==> src/rtl/data_mem_arbiter.sv <==
// -----------------------------------------------------------------------------
// data_mem_arbiter
//
// Purpose:
//   Sits between the MIPS MEM stage and the data memory. In normal operation it
//   passes the MIPS request straight through to the memory port. When the debug
//   unit asks for a dump, the arbiter raises a halt request, waits for the
//   pipeline to stop stepping, then streams every memory word (address 0 up to
//   ram_depth-1) to the debug unit with a valid/ready handshake. A one-cycle
//   done pulse marks the end of the dump.
//
// Optional feature:
//   `define DATA_MEM_ARB_ERR_CHECK_EN to build the sticky protocol checker that
//   drives arb_err. Without it arb_err is tied to 0 and no checker is built.
//
// Ports:
//   clk            in   single clock, all state changes on posedge
//   reset          in   asynchronous, active-low reset
//   ctrl_clk_mips  in   1 while the MIPS pipeline is advancing
//   mips_Addr      in   MEM-stage address                   [AW]
//   mips_In_Data   in   MEM-stage write data                [len_data]
//   mips_Wr        in   MEM-stage write strobe
//   mips_Rd        in   MEM-stage read strobe
//   dump_start     in   dump request pulse from the debug unit
//   dump_ready     in   debug unit can accept a word
//   mem_Data       in   combinational read data for Addr    [len_data]
//   Addr           out  muxed memory address                [AW]
//   In_Data        out  muxed memory write data             [len_data]
//   Wr             out  muxed memory write strobe
//   Rd             out  muxed memory read strobe
//   dump_data      out  dumped word                         [len_data]
//   dump_addr      out  address of dumped word              [AW]
//   dump_valid     out  dump_data/dump_addr are valid
//   dump_busy      out  dump in progress (MIPS halt request)
//   dump_done      out  one-cycle pulse at the end of a dump
//   arb_err        out  sticky protocol error flag
// -----------------------------------------------------------------------------
module data_mem_arbiter #(
   parameter  int len_data  = 32,
   parameter  int ram_depth = 64,
   localparam int AW        = (ram_depth > 1) ? $clog2(ram_depth) : 1
) (
   input  logic                clk,
   input  logic                reset,
   input  logic                ctrl_clk_mips,
   input  logic [AW-1:0]       mips_Addr,
   input  logic [len_data-1:0] mips_In_Data,
   input  logic                mips_Wr,
   input  logic                mips_Rd,
   input  logic                dump_start,
   input  logic                dump_ready,
   input  logic [len_data-1:0] mem_Data,
   output logic [AW-1:0]       Addr,
   output logic [len_data-1:0] In_Data,
   output logic                Wr,
   output logic                Rd,
   output logic [len_data-1:0] dump_data,
   output logic [AW-1:0]       dump_addr,
   output logic                dump_valid,
   output logic                dump_busy,
   output logic                dump_done,
   output logic                arb_err
);

   typedef enum logic [2:0] {
      ST_IDLE,
      ST_WAIT_HALT,
      ST_READ,
      ST_HOLD,
      ST_DONE
   } state_t;

   // Terminal address is derived from the depth, not from AW, so that
   // non-power-of-2 depths stop at ram_depth-1 instead of wrapping.
   localparam logic [AW-1:0] LAST_ADDR = AW'(ram_depth - 1);

   state_t                r_state;
   state_t                w_state_nxt;
   logic [AW-1:0]         r_counter;
   logic [len_data-1:0]   r_dump_data;
   logic [AW-1:0]         r_dump_addr;
   logic                  r_dump_valid;
   logic                  r_dump_busy;
   logic                  r_dump_done;

   logic                  w_handshake;
   logic                  w_last;

   assign w_handshake = r_dump_valid & dump_ready;
   assign w_last      = (r_counter == LAST_ADDR);

   // ---------------------------------------------------------------------------
   // FSM state register
   // ---------------------------------------------------------------------------
   // NOTE: sequential state uses non-blocking assignments so every register
   // samples the pre-edge values, independent of statement order.
   always_ff @(posedge clk or negedge reset) begin
      if (!reset) begin
         r_state <= ST_IDLE;
      end else begin
         r_state <= w_state_nxt;
      end
   end

   // ---------------------------------------------------------------------------
   // FSM next-state logic
   // ---------------------------------------------------------------------------
   // NOTE: the default assignment first guarantees a value on every path, so
   // no latch is inferred when a case arm leaves the signal untouched.
   always_comb begin
      w_state_nxt = r_state;
      unique case (r_state)
         ST_IDLE:      if (dump_start)     w_state_nxt = ST_WAIT_HALT;
         ST_WAIT_HALT: if (!ctrl_clk_mips) w_state_nxt = ST_READ;
         ST_READ:                          w_state_nxt = ST_HOLD;
         ST_HOLD:      if (w_handshake)    w_state_nxt = w_last ? ST_DONE : ST_READ;
         ST_DONE:                          w_state_nxt = ST_IDLE;
         default:                          w_state_nxt = ST_IDLE;
      endcase
   end

   // ---------------------------------------------------------------------------
   // Dump datapath: address counter, output word register, status flags
   // ---------------------------------------------------------------------------
   always_ff @(posedge clk or negedge reset) begin
      if (!reset) begin
         r_counter    <= '0;
         r_dump_data  <= '0;
         r_dump_addr  <= '0;
         r_dump_valid <= 1'b0;
         r_dump_busy  <= 1'b0;
         r_dump_done  <= 1'b0;
      end else begin
         r_dump_done <= 1'b0;
         unique case (r_state)
            ST_IDLE: begin
               if (dump_start) begin
                  r_counter   <= '0;
                  r_dump_busy <= 1'b1;
               end
            end
            ST_READ: begin
               // mem_Data is the combinational read of Addr, which is the
               // counter in this state.
               r_dump_data  <= mem_Data;
               r_dump_addr  <= r_counter;
               r_dump_valid <= 1'b1;
            end
            ST_HOLD: begin
               if (w_handshake) begin
                  r_dump_valid <= 1'b0;
                  if (w_last) begin
                     r_dump_done <= 1'b1;
                  end else begin
                     r_counter <= r_counter + AW'(1);
                  end
               end
            end
            ST_DONE: begin
               r_dump_busy <= 1'b0;
            end
            default: ;
         endcase
      end
   end

   // ---------------------------------------------------------------------------
   // Memory port mux: passthrough only in IDLE; otherwise the dump owns the
   // port and writes are always blocked.
   // ---------------------------------------------------------------------------
   always_comb begin
      Addr    = r_counter;
      In_Data = '0;
      Wr      = 1'b0;
      Rd      = 1'b0;
      if (r_state == ST_IDLE) begin
         Addr    = mips_Addr;
         In_Data = mips_In_Data;
         Wr      = mips_Wr;
         Rd      = mips_Rd;
      end
   end

   assign dump_data  = r_dump_data;
   assign dump_addr  = r_dump_addr;
   assign dump_valid = r_dump_valid;
   assign dump_busy  = r_dump_busy;
   assign dump_done  = r_dump_done;

   // ---------------------------------------------------------------------------
   // Optional protocol checker
   // ---------------------------------------------------------------------------
`ifdef DATA_MEM_ARB_ERR_CHECK_EN
   logic r_arb_err;
   logic w_err_set;

   // The pipeline must stay halted while words are being read, and the MEM
   // stage must not try to write while the dump owns the port.
   assign w_err_set = (((r_state == ST_READ) || (r_state == ST_HOLD)) && ctrl_clk_mips)
                    || ((r_state != ST_IDLE) && mips_Wr);

   always_ff @(posedge clk or negedge reset) begin
      if (!reset) begin
         r_arb_err <= 1'b0;
      end else if (w_err_set) begin
         r_arb_err <= 1'b1;
      end
   end

   assign arb_err = r_arb_err;
`else
   assign arb_err = 1'b0;
`endif

endmodule

==> config.mk <==
export PLATFORM = sky130hd
export DESIGN_NAME = data_mem_arbiter
export DESIGN_NICKNAME = d
export VERILOG_FILES = /design/src/rtl/data_mem_arbiter.sv
export SDC_FILE = /design/constraint.sdc
export NUM_CORES = 1
export LEC_CHECK = 0
export ABC_AREA = 1
export ABC_CLOCK_PERIOD_IN_PS = 1800
export CAP_MARGIN = 10
export CORE_UTILIZATION = 30
export CTS_BUF_LIST = sky130_fd_sc_hd__clkbuf_4
export DETAILED_ROUTE_END_ITERATION = 10
export PLACE_DENSITY = 0.74
export SLEW_MARGIN = 20
export SYNTH_ARGS = -nofsm -noshare
export SYNTH_HDL_FRONTEND = slang
export SYNTH_SLANG_ARGS = --single-unit
==> constraint.sdc <==
create_clock -name clk -period 1.8 [get_ports clk]
set_input_delay 0.36 -clock clk [delete_from_list [all_inputs] [get_ports clk]]
set_output_delay 0.36 -clock clk [all_outputs]
set_load 0.03 [all_outputs]
# After elaboration in Yosys (flattened, before gate mapping)

Index checks and enable logic that the tools add are counted.

Register bits: 50
Input port bits: 77
Output and inout port bits: 82
Logic and storage cells: 46

$add $sub $neg: 1
Equal/unequal tests: 9
Mux-type cells: 20
Bitwise logic cells: 1
Reductions and logical operators: 8

Operators by type and width:

| cell                  | number |
|---|---|
| $mux W32              | 1 |
| $mux W6               | 4 |
| $mux W3               | 4 |
| $pmux W3 S4           | 1 |
| $pmux W6 S2           | 1 |
| $ne A2 B2 Y1 const B  | 4 |
| $mux W1               | 7 |
| $add A6 B1 Y6 const B | 1 |
| $eq A3 B2 Y1 const B  | 2 |
| $eq A6 B6 Y1 const B  | 1 |
| $reduce_bool A2 Y1    | 3 |
| $pmux W1 S2           | 2 |
| $reduce_and A2 Y1     | 2 |
| $reduce_and A4 Y1     | 1 |
| $eq A3 B1 Y1 const B  | 1 |
| $eq A3 B3 Y1 const B  | 1 |
| $logic_not A3 Y1      | 1 |
| $reduce_and A3 Y1     | 1 |
| $and A1 B1 Y1         | 1 |

# Logic depth before layout (Yosys ltp)

Depth after elaboration: 4
Gate-level depth with buffers: 8
Gate-level depth less buffers: 8

# Least setup slack after synthesis

OpenSTA, ideal clock, no wires.

Kind: register to output
Start: register r_state[2]
End: output port Addr[0]
Arrival: 1465 ps
Required time: 1440 ps
Slack: -25 ps
Cell stages (with the launch flop): 6
Buffers on the path: 2
Path through: dfrtp_1 nor2_4 nand2_1 buf_2 buf_2 a21oi_1

Cells in the longest elaborated chain, start to end: 2

Ends and longest elaborated chain:

| item                     | RTL line | text |
|---|---|---|
| start: declaration       | 77       | `state_t r_state;` |
| start signal: assignment | 101      | `r_state <= w_state_nxt;` |
| $logic_not A3 Y1         | 176      | `if (r_state == ST_IDLE) begin` |
| $mux W6                  | 176      |  |
| end: declaration         | 53       | `output logic [AW-1:0] Addr,` |

Every way passes these cells.

# Worst setup path after layout

Start: register r_state[0]
End: output port In_Data[16]

Cells in the longest elaborated chain, start to end: 2

Ends and longest elaborated chain:

| item             | RTL line | text |
|---|---|---|
| $logic_not A3 Y1 | 176      |  |
| $mux W32         | 176      |  |
| end: declaration | 54       | `output logic [len_data-1:0] In_Data,` |

Every way passes these cells.

==> qor.csv <==
stage,metric,value,unit
clock_tree,insertion_delay,0.35,ns
power_and_ir_drop,switchingPower,3511,uW
outcome,outcome,"finished, violations left",
sta,fmax,515.3,MHz
synthesis,ys_async_sr_fraction,100.0,%
setup_path,cp.required,1.44,ns
synthesis,ys_warn_count,0,
place,gp_congestion,0.8273,
clock_tree,cts-root-buf,clkbuf_4,
sta,min_period,1.941,ns
finish,fillCellCount,673,
drt,drt_first_pass_iters,4,
global_route,grt_max_degree,46,
global_route,grt-ovfl-total,0,
synthesis,avgSynthCellArea,9.130,um2
die,fp.dieH,91.98,um
worst_hold_path,hp-start,dump_addr[1],
synthesis,synth_top_cells_by_count,"50 x dfrtp_1, 49 x nor2_1, 44 x inv_1, 41 x nand2_1, 32 x mux2_2",
global_route,antenna_found_initial,0,
power_and_ir_drop,p_leak,0.002339,uW
worst_hold_path,hold_path.class,flop to flop,
synthesis,synth_compound_area_share,4.843,%
synthesis,syn_inst,266,
synthesis,yosys.area.top_type,dfrtp_1,
sta,finalSetupTns,-3.201,ns
sta,slew_headroom,64.96,%
place,hpwl,5256,um
sta,rsz0062_at_grt,yes,
finish,antennaDiodeCount,0,
finish,area_growth,84.96,%
synthesis,yosysMostFrequentCell,dfrtp_1,
drt,viasPerCell,4.416,
drt,drt_iter0_drc,58,
power_and_ir_drop,total_power,7685,uW
drt,drtAntennaViolNets,0,
die,dieArea,8459,um2
synthesis,synthMuxAreaShare,14.84,%
synthesis,syn_area,2429,um2
synthesis,synthAdderAreaFrac,0.5152,%
setup_path,arrival,1.58,ns
synthesis,synth-xor-area-share,0.3606,%
die,row_count,32,
power_and_ir_drop,power_frac_seq,23.0,%
sta,final-setup-viol-count,40,
power_and_ir_drop,p_int,4174,uW
finish,nets,512,
drt,vias,2367,
setup_path,worst_setup_path_start_kind,flop,
synthesis,synth_area_leaders,"dfrtp_1 52%, mux2_2 15%, nor2_1 7.6%",
power_and_ir_drop,combPwrFrac,69.1,%
sta,skew,0.007097,ns
die,start_util,31.27,%
finish,final_cells,536,
clock_tree,cts_tree,built,
synthesis,synth_top_family_by_area,simple AND/OR/NAND/NOR gates,
sta,hold_viol,0,
drt,drc_errors,0,
place,port_buffers,157,
power_and_ir_drop,cellPowerDensity,1711,nW/um2
setup_path,r2r-start,r_state[0],
sta,drv_slew,0,
clock_tree,cts.path.max_buffers,2,
finish,layout-drive-gt1-share,29.49,%
setup_path,criticalPathCategory,flop to primary output,
sta,min_period_over_period,107.8,%
drt,routedWlPerCell,14.06,um
synthesis,netlist.area_leader.share,51.52,%
synthesis,synth_fp_nets,344,
place,preCtsSetupSlack,0.1107,ns
power_and_ir_drop,p_clk_share,7.9,%
outcome,violations,setup timing,
synthesis,seq_area_frac_synth,51.52,%
die,die-width,91.98,um
setup_path,end_kind,primary output,
power_and_ir_drop,ir_worst_vdd,0.6360,mV
flow_run,maxCapViolCount,0,
global_route,gr-usage-all-layers,16.72,%
power_and_ir_drop,p_sw_share,45.69,%
clock_tree,cts_buffers,5,
setup_path,path_max_fanout,20,
synthesis,ys_types,22,
place,dp.cells,519,
die,core,7767,um2
synthesis,synth-seq-cells,50,
clock_tree,clock_sinks,50,
die,io_pins,159,
sta,tightest_slew,0.5256,ns
synthesis,synth-edff-count,0,
drt,routed_wl,7538,um
setup_path,r2r_slack,0.23,ns
global_route,grt_pass1_vias,2325,
clock_tree,clkSlewWorstSetupHoldPaths,0.13,ns
synthesis,synth-simple-area-share,17.77,%
finish,fin_util,57.83,%
setup_path,crit_start,r_state[0],
synthesis,synth-main-ff-cell,dfrtp_1,
global_route,grt_pass1_wl,11270,um
clock_tree,h-tree-depth,2,
sta,fin_ws,-0.1407,ns
path summary, 6_finish.rpt:
check	to	cells past startpoint
setup / recovery	In_Data[16]	5
hold / removal	dump_addr[1]	2
setup reg to reg	dump_data[6]	6
hold reg to reg	dump_addr[1]	2
max in group asynchronous	dump_data[6]	3
min in group asynchronous	dump_data[17]	2
placed cells by master (no fill, tap or decap), types with 2 or more instances in the layout:
cell | synthesis | final
o21ai_0 | 14 | 14
inv_1 | 44 | 43
a21oi_4 | 0 | 2
nand3_1 | 4 | 4
nor2_4 | 3 | 8
buf_12 | 0 | 4
inv_2 | 1 | 2
buf_6 | 2 | 21
nor2_2 | 0 | 16
dlygate4sd2_1 | 0 | 4
a21oi_2 | 0 | 4
nor2_1 | 49 | 28
nand2_2 | 2 | 2
dfrtp_1 | 50 | 49
nand2_1 | 41 | 40
a31oi_1 | 2 | 2
mux2_2 | 32 | 32
buf_4 | 1 | 26
clkbuf_4 | 0 | 5
clkdlybuf4s50_1 | 0 | 84
nand3b_1 | 2 | 2
dlymetal6s2s_1 | 0 | 28
through the flow:
| step | instance area (um2) | hold WS [ns] |
|---|---|---|
| floorplan | 2429 | 0.06441 |
| global placement | 4029 | 0.3714 |
| detailed placement | 4029 | 0.3717 |
| CTS | 4213 | 0.5067 |
| global route | 4492 | 0.5364 |
| finish | 4492 | 0.4960 |
registers in the layout, summed over array words and instances (netlist names):
signal / count
dump_addr: 6
dump_busy: 1
dump_data: 32
dump_done: 1
dump_valid: 1
r_counter: 6
r_state: 3
what timing repair did:
action	in CTS	in global routing
gates cloned	1	1
resized for setup	21	72
setup buffers	4	3
hold endpoints to repair	21	0
pin swaps	1	5
hold buffers	1	0
endpoints found under the setup margin	44	68
routing by layer:
layer / GRT usage [%] / share of wire, % / up-vias
met2: 29.73 / 52 / 82
met5: 0 / 0 / -
li1: - / - / 1151
met1: 20.19 / 41 / 1122
met4: 4.427 / 1.4 / 0
met3: 3.897 / 5.6 / 12
cells by family after synthesis:
| kind of cell | count (synthesis) |
|---|---|
| AND/OR/NAND/NOR | 103 |
| buffers and inverters | 55 |
| flip-flops | 50 |
| multiplexers | 32 |
| AO/OA/AOI/OAI | 23 |
| adder cells (fa/ha/maj) | 1 |
| other | 1 |
| XOR/XNOR | 1 |
area by class of cell:
| cell class | count | area, um2 | share of cell area (%) |
|---|---|---|---|
| Timing Repair Buffer | 171 | 1805 | 40.19 |
| Sequential cell | 50 | 1252 | 27.88 |
| Inverter | 45 | 168.9 | 3.760 |
| Tap cell | 102 | 127.6 | 2.841 |
| Clock buffer | 5 | 37.54 | 0.8357 |
| Clock inverter | 2 | 33.78 | 0.7521 |
| Multi-Input combinational cell | 161 | 1066 | 23.73 |
power groups by stage:
| stage | combinational, uW | sequential [uW] | clock, uW |
|---|---|---|---|
| after global routing | 5600 | 1830 | 682 |
| final | 5310 | 1770 | 605 |
| after detailed placement | 4680 | 1820 | 0 |
| after floorplan | 2050 | 2620 | 0 |
| after CTS | 4930 | 1780 | 640 |
| after global placement | 4610 | 1800 | 0 |
worst max-delay path: stages (launching register included):
cell and delay, ns:
dfrtp_1 0.43, nor2_4 0.20, nand2_8 0.10, buf_16 0.18, nor2_1 0.13, buf_4 0.18
Power figures use the tool's default switching activity.
